File: src/rtl/shift_reg_ctrl_pkg.sv
// shift_reg_ctrl_pkg: FSM state encoding and default WIDTH/TAPS for the delay-line controller
package shift_reg_ctrl_pkg;
  localparam int DEF_WIDTH = 7;
  localparam int DEF_TAPS = 8;
  typedef enum logic [2:0] {IDLE, SHIFT, SCAN, DONE, FLUSH} state_e;
endpackage

File: src/rtl/shift_reg_ctrl_if.sv
// shift_reg_ctrl_if: controller bundle (in_valid/in_data/in_ready, flush, shift_en/shift_data, tap_sel/tap_valid/tap_last, out_valid/out_ready, busy, sample_cnt)
interface shift_reg_ctrl_if import shift_reg_ctrl_pkg::*; #(
  parameter int WIDTH = DEF_WIDTH,
  parameter int CW = $clog2(DEF_TAPS)
);
  logic in_valid;
  logic [WIDTH-1:0] in_data;
  logic in_ready;
  logic flush;
  logic shift_en;
  logic [WIDTH-1:0] shift_data;
  logic [CW-1:0] tap_sel;
  logic tap_valid;
  logic tap_last;
  logic out_valid;
  logic out_ready;
  logic busy;
  logic [15:0] sample_cnt;
  modport master (
    output in_valid, in_data, flush, out_ready,
    input in_ready, shift_en, shift_data, tap_sel, tap_valid, tap_last, out_valid, busy, sample_cnt
  );
  modport slave (
    input in_valid, in_data, flush, out_ready,
    output in_ready, shift_en, shift_data, tap_sel, tap_valid, tap_last, out_valid, busy, sample_cnt
  );
endinterface

File: src/rtl/shift_reg_ctrl_tap.sv
// tap_counter: tap index counter (clr_i loads 0, en_i counts, wraps to 0 after tc_o at TAPS-1); ports clk, rst, clr_i, en_i, cnt_o, tc_o
module tap_counter import shift_reg_ctrl_pkg::*; #(
  parameter int TAPS = DEF_TAPS,
  parameter int CW = $clog2(TAPS)
) (
  input  logic clk,
  input  logic rst,
  input  logic clr_i,
  input  logic en_i,
  output logic [CW-1:0] cnt_o,
  output logic tc_o
);
  logic [CW-1:0] cnt_q, cnt_d;
  assign tc_o = cnt_q == CW'(TAPS - 1);
  assign cnt_o = cnt_q;
  always_comb cnt_d = (clr_i || (en_i && tc_o)) ? '0 : en_i ? cnt_q + 1'b1 : cnt_q;
  always_ff @(posedge clk) cnt_q <= rst ? '0 : cnt_d;
endmodule

File: src/rtl/shift_reg_ctrl.sv
// shift_reg_ctrl: accept a sample, shift it into an external delay line, scan all taps, hand off the result; ports clk, rst, bus (slave bundle)
module shift_reg_ctrl import shift_reg_ctrl_pkg::*; #(
  parameter int WIDTH = DEF_WIDTH,
  parameter int TAPS = DEF_TAPS,
  parameter int CW = $clog2(TAPS)
) (
  input logic clk,
  input logic rst,
  shift_reg_ctrl_if.slave bus
);
  state_e state_q, state_d;
  logic [WIDTH-1:0] shift_data_q, shift_data_d;
  logic [15:0] sample_cnt_q, sample_cnt_d;
  logic [CW-1:0] cnt;
  logic tc, run;
  // SCAN and FLUSH share the counter; it sits at 0 in every other state
  assign run = state_q == SCAN || state_q == FLUSH;
  tap_counter #(.TAPS(TAPS), .CW(CW)) u_tap (
    .clk(clk), .rst(rst), .clr_i(!run), .en_i(run), .cnt_o(cnt), .tc_o(tc)
  );
  always_comb begin
    state_d = state_q;
    shift_data_d = shift_data_q;
    sample_cnt_d = sample_cnt_q;
    case (state_q)
      IDLE:
        if (bus.flush) begin
          state_d = FLUSH;
          shift_data_d = '0;
        end else if (bus.in_valid) begin
          state_d = SHIFT;
          shift_data_d = bus.in_data;
        end
      SHIFT: state_d = SCAN;
      SCAN: state_d = tc ? DONE : SCAN;
      DONE:
        if (bus.out_ready) begin
          state_d = IDLE;
          sample_cnt_d = sample_cnt_q + 1'b1;
        end
      FLUSH: state_d = tc ? IDLE : FLUSH;
      default: state_d = IDLE;
    endcase
  end
  always_ff @(posedge clk) begin
    state_q <= rst ? IDLE : state_d;
    shift_data_q <= rst ? '0 : shift_data_d;
    sample_cnt_q <= rst ? '0 : sample_cnt_d;
  end
  assign bus.in_ready = state_q == IDLE && !bus.flush && !rst;
  assign bus.shift_en = state_q == SHIFT || state_q == FLUSH;
  assign bus.shift_data = shift_data_q;
  assign bus.tap_valid = state_q == SCAN;
  assign bus.tap_sel = state_q == SCAN ? cnt : '0;
  assign bus.tap_last = state_q == SCAN && tc;
  assign bus.out_valid = state_q == DONE;
  assign bus.busy = state_q != IDLE;
  assign bus.sample_cnt = sample_cnt_q;
endmodule

File: src/flat_wrapper.sv
// flat-port wrapper written by rule: the top's interface ports become plain ports
module shift_reg_ctrl_flat import shift_reg_ctrl_pkg::*;
#(
  parameter int WIDTH = DEF_WIDTH,
  parameter int TAPS = DEF_TAPS,
  parameter int CW = $clog2(TAPS)
)
  (clk, rst, bus_in_valid, bus_in_data, bus_flush, bus_out_ready, bus_in_ready, bus_shift_en, bus_shift_data, bus_tap_sel, bus_tap_valid, bus_tap_last, bus_out_valid, bus_busy, bus_sample_cnt);
  shift_reg_ctrl_if #(.WIDTH(WIDTH), .CW(CW)) bus_i ();
  input logic clk;
  input logic rst;
  input wire logic [$bits(bus_i.in_valid)-1:0] bus_in_valid;
  input wire logic [$bits(bus_i.in_data)-1:0] bus_in_data;
  input wire logic [$bits(bus_i.flush)-1:0] bus_flush;
  input wire logic [$bits(bus_i.out_ready)-1:0] bus_out_ready;
  output wire logic [$bits(bus_i.in_ready)-1:0] bus_in_ready;
  output wire logic [$bits(bus_i.shift_en)-1:0] bus_shift_en;
  output wire logic [$bits(bus_i.shift_data)-1:0] bus_shift_data;
  output wire logic [$bits(bus_i.tap_sel)-1:0] bus_tap_sel;
  output wire logic [$bits(bus_i.tap_valid)-1:0] bus_tap_valid;
  output wire logic [$bits(bus_i.tap_last)-1:0] bus_tap_last;
  output wire logic [$bits(bus_i.out_valid)-1:0] bus_out_valid;
  output wire logic [$bits(bus_i.busy)-1:0] bus_busy;
  output wire logic [$bits(bus_i.sample_cnt)-1:0] bus_sample_cnt;
  assign bus_i.in_valid = bus_in_valid;
  assign bus_i.in_data = bus_in_data;
  assign bus_i.flush = bus_flush;
  assign bus_i.out_ready = bus_out_ready;
  assign bus_in_ready = bus_i.in_ready;
  assign bus_shift_en = bus_i.shift_en;
  assign bus_shift_data = bus_i.shift_data;
  assign bus_tap_sel = bus_i.tap_sel;
  assign bus_tap_valid = bus_i.tap_valid;
  assign bus_tap_last = bus_i.tap_last;
  assign bus_out_valid = bus_i.out_valid;
  assign bus_busy = bus_i.busy;
  assign bus_sample_cnt = bus_i.sample_cnt;
  shift_reg_ctrl #(.WIDTH(WIDTH), .TAPS(TAPS), .CW(CW)) u_core (.clk(clk), .rst(rst), .bus(bus_i));
endmodule
File: config.mk
export PLATFORM = sky130hd
export DESIGN_NAME = shift_reg_ctrl_flat
export DESIGN_NICKNAME = d
export VERILOG_FILES = /design/src/rtl/shift_reg_ctrl_pkg.sv /design/src/rtl/shift_reg_ctrl_if.sv /design/src/rtl/shift_reg_ctrl_tap.sv /design/src/rtl/shift_reg_ctrl.sv /design/src/flat_wrapper.sv
export SDC_FILE = /design/constraint.sdc
export NUM_CORES = 1
export LEC_CHECK = 0
export ABC_AREA = 1
export BUFFER_PORTS_ARGS = -buffer_cell sky130_fd_sc_hd__buf_2
export CORE_MARGIN = 2
export CORE_UTILIZATION = 30
export DETAILED_ROUTE_END_ITERATION = 8
export PLACE_DENSITY = 0.6
export SETUP_SLACK_MARGIN = 0.02
export SYNTH_ARGS = -nofsm -noshare
export SYNTH_HDL_FRONTEND = slang
export SYNTH_SLANG_ARGS = --single-unit
File: constraint.sdc
create_clock -name clk -period 2 [get_ports clk]
set_clock_uncertainty 0.15 [all_clocks]
set_input_delay 0.1 -clock clk [delete_from_list [all_inputs] [get_ports clk]]
set_output_delay 0.1 -clock clk [all_outputs]
set_load 0.01 [all_outputs]
### After elaboration in Yosys (flattened, before gate mapping)

Cells that the tools add are included.

| cells by class | value |
|---|---|
| muxes and demuxes | 9 |
| eq/ne operators | 7 |
| reduce and logical (&&, ||, !) cells | 17 |
| $add $sub $neg | 2 |

Operator list:

| cell | count |
|---|---|
| $add A16 B1 Y16 const B | 1 |
| $mux W3 | 5 |
| $pmux W3 S5 | 1 |
| $mux W7 | 2 |
| $eq A3 B2 Y1 const B | 2 |
| $eq A3 B3 Y1 const B | 2 |
| $reduce_and A2 Y1 | 3 |
| $logic_and A1 B1 Y1 | 4 |
| $add A3 B1 Y3 const B | 1 |
| $eq A3 B1 Y1 const B | 1 |
| $logic_not A1 Y1 | 3 |
| $logic_not A3 Y1 | 1 |
| $logic_or A1 B1 Y1 | 3 |
| $ne A3 B3 Y1 const B | 1 |
| $reduce_bool A3 Y1 | 1 |
| $ne A2 B2 Y1 const B | 1 |
| $reduce_bool A2 Y1 | 1 |
| $reduce_or A2 Y1 | 1 |
| $mux W1 | 1 |

| word-level totals | value |
|---|---|
| output and inout port bits | 32 |
| flip-flop bits (word level) | 29 |

### Longest topological paths before layout

Gate-level depths: netlist (run 1).

| logic depth | value |
|---|---|
| depth after elaboration | 5 |
| gate-level depth with buffers | 9 |

### By module

From an unflattened synthesis (run 1), not the netlist that was laid out.

| unflattened totals | value |
|---|---|
| cell total of the unflattened synthesis | 233 |
| area total of the unflattened synthesis | 1500.2 um^2 |

By module, submodules not included:

| module | area an instance (um^2) | times used | cells each |
|---|---|---|---|
| shift_reg_ctrl | 1336.3 | 1 | 207 |
| tap_counter | 163.9 | 1 | 26 |

### Least setup slack after synthesis (run 1)

No wires, ideal clock.

| path | value |
|---|---|
| path kind | register to register |
| from | register u_core.sample_cnt_q[1], in the netlist u_core.bus.sample_cnt[1] |
| to | register u_core.sample_cnt_q[8], in the netlist u_core.bus.sample_cnt[8] |
| period minus slack after synthesis | 1.470 ns |
| cell stages (with the launch flop) | 9 |
| arrival time | 1.204 ns |
| slack | 0.530 ns |
| required time | 1.734 ns |
| cells stage by stage | dfxtp_1 -> ha_1 -> inv_1 -> nor2_1 -> nand2_1 -> nor2_4 -> nand2_1 -> o21ai_0 -> nor2_1 |

| between the ends | value |
|---|---|
| cells in the longest elaborated chain, start to end | 1 |

RTL lines:

| what | RTL line | RTL |
|---|---|---|
| from (decl) | shift_reg_ctrl.sv:13 | `logic [15:0] sample_cnt_q, sample_cnt_d;` |
| from (signal assigned) | shift_reg_ctrl.sv:48 | `sample_cnt_q <= rst ? '0 : sample_cnt_d;` |
| $add A16 B1 Y16 | shift_reg_ctrl.sv:39 | `sample_cnt_d = sample_cnt_q + 1'b1;` |

No other way between the ends.
A chain may end at the register's enable or synchronous reset.

### Final worst setup path (run 1)

| path | value |
|---|---|
| from | register u_core.u_tap.cnt_q[0], in the netlist u_core.u_tap.cnt_o[0] |
| to | output bus_tap_last |

| between the ends | value |
|---|---|
| cells in the longest elaborated chain, start to end | 2 |

RTL lines:

| what | RTL line | RTL |
|---|---|---|
| from (decl) | shift_reg_ctrl_tap.sv:13 | `logic [CW-1:0] cnt_q, cnt_d;` |
| from (signal assigned) | shift_reg_ctrl_tap.sv:17 | `always_ff @(posedge clk) cnt_q <= rst ? '0 : cnt_d;` |
| $eq A3 B3 Y1 | shift_reg_ctrl_tap.sv:14 | `assign tc_o = cnt_q == CW'(TAPS - 1);` |
| $logic_and A1 B1 Y1 | shift_reg_ctrl.sv:55 | `assign bus.tap_last = state_q == SCAN && tc;` |
| to (decl) | flat_wrapper.sv:21 | `output wire logic [$bits(bus_i.tap_last)-1:0] bus_tap_last;` |

No other way between the ends.

==> impl_metrics.tcl, run 1 <==
set metrics [dict create \
    status "complete, no violations" \
    cts_buffers 5 \
    worstSetupPathType "flip-flop to primary output" \
    cts_buffer_depth 2 \
    worstSetupEndpointType "primary output" \
    rr_endpoint "u_core.bus.sample_cnt[8]$_SDFFE_PP0P_" \
    path_clk_slew_ps 60 \
    grt_max_degree 19 \
    yosysMostFrequentCell "nand2_1" \
    final_area_um2 1852 \
    avgRoutedWirePerCell_um 10.63 \
    ys_warn_count 0 \
    tritoncts "yes" \
    rrSetupSlack_ps 460 \
    critical_path_required_ps 1750 \
    max_freq_mhz 619.4 \
    hold_path_end "u_core.state_q[1]$_SDFFE_PP0P_" \
    synth_top_area_share 0.4077 \
    slowest_delay_ps 330 \
    cts_sinks 29 \
    ys_ff_latch 29 \
    synth_area_leaders "dfxtp_1 41%, nand2_1 12%, inv_1 9.0%" \
    drt-total-wl_um 3338 \
    drc 0 \
    yosys.area.top_type "dfxtp_1" \
    power_mw 1.260 \
    vias 1428 \
    finalCritPeriodShare 0.8072 \
    post_cts_resized 0 \
    overflow 0 \
    fin_setup_tns_ps 0 \
    die_width_um 72.89 \
    die_y_um 72.89 \
    dieArea_um2 5313 \
    critical_path.slowest_cell "dfxtp_1" \
    drt_iter0_drc 35 \
    synth_common_cells "45 x nand2_1, 34 x inv_1, 30 x nor2_1" \
    start_util 0.3055 \
    postSynth.asyncResetShare 0 \
    synthToLayoutAreaGrowth_pct 30.05 \
    hp-class "input pin to flip-flop" \
    hold_path_depth 4 \
    placed_cell_area_um2 1685 \
    track_usage 0.1323 \
    fin_hold_ws_ps 10.33 \
    timing_hold_violations_final 0 \
    fp-row-count 25 \
    diodes 0 \
    crit_fanout 6 \
    hold_path.startpoint "bus_out_ready" \
    drive_gt1_frac 0.2115 \
    io_buffers 43 \
    place_ws_ps 465.2 \
    synthCells 205 \
    synthDistinctLibCells 20 \
    synth_edf_count 0 \
    worst-r2r-cell-count 8 \
    crit_arrival_ps 1360 \
    clock_latency_ps 280 \
    rsz0062_at_grt "no" \
    irDropWorstVdd_v 0.0003285 \
    power.leakage_nw 0.8839 \
    dp_hpwl_um 2377 \
    syn_area_um2 1424 \
    place_congestion 0.7417 \
    slew_headroom 0.7231 \
    syn-num-nets 220 \
    slew_violations 0 \
    start_kind "flip-flop" \
    seq_area_frac_synth 0.4077 \
    root_buffer "clkbuf_8" \
    power_density_nw_per_um2 680.6 \
    finalSetupViolCount 0 \
    routed_via_density 4.548 \
    timing.final.ws_setup_ps 385.6 \
    cpMostUsedCell "ha_1" \
    antenna_found_initial 0 \
    worstMarginPinSlew_ps 415.0 \
    r2r_start "u_core.bus.sample_cnt[1]$_SDFFE_PP0P_" \
    io_pins 44 \
    first_pass_iters 4 \
    grt_pass1_vias 1264 \
    cp-startpoint "u_core.u_tap.cnt_o[0]$_SDFFE_PP0N_" \
    avgSynthCellArea_um2 6.946 \
    drtAntennaViolNets 0 \
    htree_levels 2 \
    layout.nets 275 \
    synth_flop_cell "dfxtp_1" \
    drv_cap 0 \
    grt_pass1_wl_um 5451 \
    core_area_um2 4661 \
    fillers 490 \
    path_cells "ha_1, ha_1, inv_1, nor2_1, buf_2" \
    fin_crit_ps 1614 \
]
==> through the flow <==
stage | utilization | instances
2_1_floorplan | - | 205
3_3_place_gp | 0.3616 | 299
3_5_place_dp | 0.3616 | 299
4_1_cts | 0.3973 | 314
5_1_grt | 0.3973 | 314
6_report | 0.3973 | 314
==> sequential cells by signal (all words and copies together), names as in the netlist <==
| register | count |
|---|---|
| u_core.bus.shift_data | 7 |
| u_core.u_tap.cnt_o | 3 |
| u_core.bus.sample_cnt | 16 |
| u_core.state_q | 3 |
==> what timing repair did <==
action                                 in CTS  in global routing
buffers inserted                            0                  0
endpoints found under the hold margin       8                  0
hold buffers                                8                  0
setup endpoints to repair                   0                  0
==> worst max-delay path: cells and delay by family (launching register included) <==
| kind | cells | cell delay (ps) |
|---|---|---|
| adder cells (fa/ha/maj) | 2 | 390 |
| flip-flops | 1 | 330 |
| buffers and inverters | 2 | 290 |
| AND/OR/NAND/NOR | 1 | 70 |
==> metal layers <==
metal  vias to the layer above  part of all wire  GRT usage
met5                         -                 0          0
met4                         0             0.020    0.06173
met3                         7             0.059    0.04282
met2                        38              0.44     0.2172
met1                       624              0.48     0.1561
li1                        759                 -          -
==> cells by family (layout without fill, tap and decap cells) <==
logic type                 count (synthesis)  after routing  synth area share
DFF                                       29             29            0.4077
buffers and inverters                     38             93            0.1072
xor gates and xnor gates                   2              2           0.01230
AOI/OAI and AO/OA                         22             22           0.08612
and+or+nand+nor                          111            111            0.3603
adders and majority gates                  3              3           0.02636
==> cell type report <==
cell class	count	area, um2	area share
inverter	35	131.4	0.07095
timing repair buffer	51	295.3	0.1595
clock buffer	7	86.33	0.04662
multi-input combinational	138	690.7	0.3730
tap	54	67.56	0.03649
sequential	29	580.6	0.3135
==> worst max-delay path by stage <==
| stage | endpoint | slack (ps) | cells past startpoint |
|---|---|---|---|
| global placement | u_core.bus.sample_cnt[8]$_SDFFE_PP0P_ | 510 | 8 |
| detailed placement | u_core.bus.sample_cnt[8]$_SDFFE_PP0P_ | 470 | 8 |
| finish | bus_tap_last | 390 | 5 |
| floorplan | u_core.bus.sample_cnt[8]$_SDFFE_PP0P_ | 530 | 8 |
| CTS | bus_tap_last | 370 | 5 |
| global route | u_core.bus.shift_data[2]$_SDFFE_PP0P_ | 260 | 7 |
==> placed cells by master (no fill, tap or decap) <==
cell type / instances
inv_1: 34
nor2_4: 3
xnor2_1: 2
nor3_1: 5
clkbuf_8: 6
nor2_1: 30
a31oi_1: 1
ha_1: 3
nand3_2: 1
nand2_1: 45
nand3_1: 18
nor3b_1: 1
nand4_4: 1
nand4_1: 7
dlygate4sd3_1: 8
a21oi_1: 15
clkbuf_1: 1
o21ai_0: 5
a21oi_4: 1
buf_2: 43
clkinv_1: 1
dfxtp_1: 29
==> where the power goes <==
group	leakage, nW	switching (mW)	internal (mW)
Sequential	0.235	0.0159	0.597
Clock	0.0443	0.214	0.272
Combinational	0.605	0.0981	0.0629
Total	0.884	0.328	0.932
No activity file was read; power rests on OpenSTA's default activity.
==> inputs of run 2 (changes only) <==
PLACE_DENSITY = 0.61   (was 0.6)
clock period = 1.4 ns   (was 2 ns; I/O delays follow)
==> impl_metrics.tcl, run 2 (synthesis results as in run 1) <==
set metrics [dict create \
    status "finished with violations" \
    violations "negative setup slack" \
    hp-class "input pin to flip-flop" \
    io_pins 44 \
    worstMarginPinSlew_ps 471.9 \
    critical_path_required_ps 1460 \
    place_ws_ps -27.29 \
    synthToLayoutAreaGrowth_pct 68.10 \
    rsz0062_at_grt "yes" \
    largest_reg_flops 16 \
    die_y_um 72.89 \
    core_area_um2 4661 \
    avgRoutedWirePerCell_um 11.50 \
    rrSetupSlack_ps -50 \
    slowest_delay_ps 360 \
    drtAntennaViolNets 0 \
    worstSetupEndpointType "flip-flop" \
    antenna_found_initial 0 \
    layout.nets 310 \
    worstSetupPathType "flip-flop to flip-flop" \
    dp_hpwl_um 2498 \
    drv_cap 0 \
    cts_sinks 29 \
    clock_latency_ps 280 \
    first_pass_iters 4 \
    routed_via_density 4.491 \
    critical_path.slowest_cell "dfxtp_4" \
    diodes 0 \
    grt_pass1_wl_um 5982 \
    final_common_cell "buf_2" \
    seqCellArea_um2 603.1 \
    fin_crit_ps 1449 \
    track_usage 0.1442 \
    timing_hold_violations_final 0 \
    cp-endpoint "u_core.bus.sample_cnt[6]$_SDFFE_PP0P_" \
    power_density_nw_per_um2 823.6 \
    root_buffer "clkbuf_8" \
    vias 1572 \
    finalSetupViolCount 6 \
    grt_max_degree 18 \
    slew_headroom 0.6850 \
    irDropWorstVdd_v 0.0003783 \
    start_util 0.3055 \
    place_congestion 0.8281 \
    path_clk_slew_ps 70 \
    htree_levels 2 \
    max_freq_mhz 690.1 \
    grt_pass1_vias 1404 \
    slew_violations 0 \
    path_cells "ha_4, inv_2, nor2_2, nand2_2, nor2_4, buf_4, o21ai_1, a21oi_1" \
    cts_buffers 5 \
    multiInputGateArea_um2 889.6 \
    tritoncts "yes" \
    crit_fanout 6 \
    timing.final.ws_setup_ps -49.04 \
    start_kind "flip-flop" \
    drt_iter0_drc 35 \
    fp-row-count 25 \
    finalCritPeriodShare 1.035 \
    fillers 437 \
    r2r_start "u_core.bus.sample_cnt[1]$_SDFFE_PP0P_" \
    drc 0 \
    cp-startpoint "u_core.bus.sample_cnt[1]$_SDFFE_PP0P_" \
    drt-total-wl_um 4024 \
    overflow 0 \
    io_buffers 43 \
    power.leakage_nw 1.115 \
    dieArea_um2 5313 \
    rr_endpoint "u_core.bus.sample_cnt[6]$_SDFFE_PP0P_" \
    fin_setup_tns_ps -98.60 \
    worst-r2r-cell-count 8 \
    drive_gt1_frac 0.4932 \
    die_width_um 72.89 \
    cts_buffer_depth 2 \
    final_cell_mix "43 x buf_2, 35 x nand2_1, 27 x inv_1, 25 x buf_4, 23 x nor2_1" \
    crit_arrival_ps 1510 \
]
-- run 2: layout make-up --
cell class | count | share of cell area
multi-input combinational | 138 | 0.3717
timing repair buffer | 86 | 0.2556
sequential | 29 | 0.2520
inverter | 35 | 0.05698
clock buffer | 5 | 0.02875
tap | 54 | 0.02823
clock inverter | 3 | 0.006796
-- run 2: timing repair --
item	4_1_cts	5_1_grt
setup endpoints to repair	15	30
endpoints found under the hold margin	9	0
hold buffers	9	0
pin swaps	9	31
resized for setup	25	48
buffers inserted	11	10
-- run 2: critical path: cells and delay by family, from the launching register on --
kind / cells / cell delay, ps
buf+inv: 2 / 190
fa+ha+maj: 1 / 140
simple gates: 3 / 360
flops: 1 / 360
compound gates: 2 / 180
-- run 2: through the flow --
step	total power, mW	cell area [um2]	cells	util	hold WS, ps
2_1_floorplan	1.031	1444	205	-	63.96
3_3_place_gp	1.126	1831	314	0.3928	192.5
3_5_place_dp	1.127	1831	314	0.3928	192.9
4_1_cts	1.935	2155	341	0.4623	44.95
5_1_grt	2.083	2394	350	0.5136	73.34
6_report	1.971	2394	350	0.5136	62.00
-- run 2: power breakdown --
group / switching (mW) / internal [mW] / total [mW]
Sequential: 0.0276 / 0.851 / 0.879
Combinational: 0.208 / 0.209 / 0.417
Clock: 0.332 / 0.343 / 0.675
Total: 0.567 / 1.40 / 1.97
-- run 2: how the worst min path moves through the flow --
stage                    from                               endpoint  depth (start not counted)
2_1_floorplan       bus_flush         u_core.state_q[2]$_SDFFE_PP0P_                          2
3_3_place_gp   bus_in_data[3]  u_core.bus.shift_data[3]$_SDFFE_PP0P_                          3
3_5_place_dp        bus_flush         u_core.state_q[2]$_SDFFE_PP0P_                          3
4_1_cts          bus_in_valid         u_core.state_q[0]$_SDFFE_PP0P_                          5
5_1_grt                   rst  u_core.bus.shift_data[3]$_SDFFE_PP0P_                          3
6_report                  rst  u_core.bus.shift_data[3]$_SDFFE_PP0P_                          3
-- run 2: per-layer routing --
metal / share of wire / wire, um / vias to the layer above / GRT usage
met5: 0 / 0 / - / 0
met4: 0.017 / 70 / 0 / 0.03704
met3: 0.037 / 149 / 6 / 0.04144
met2: 0.49 / 1972 / 34 / 0.2414
met1: 0.46 / 1832 / 701 / 0.1821
li1: - / - / 831 / -
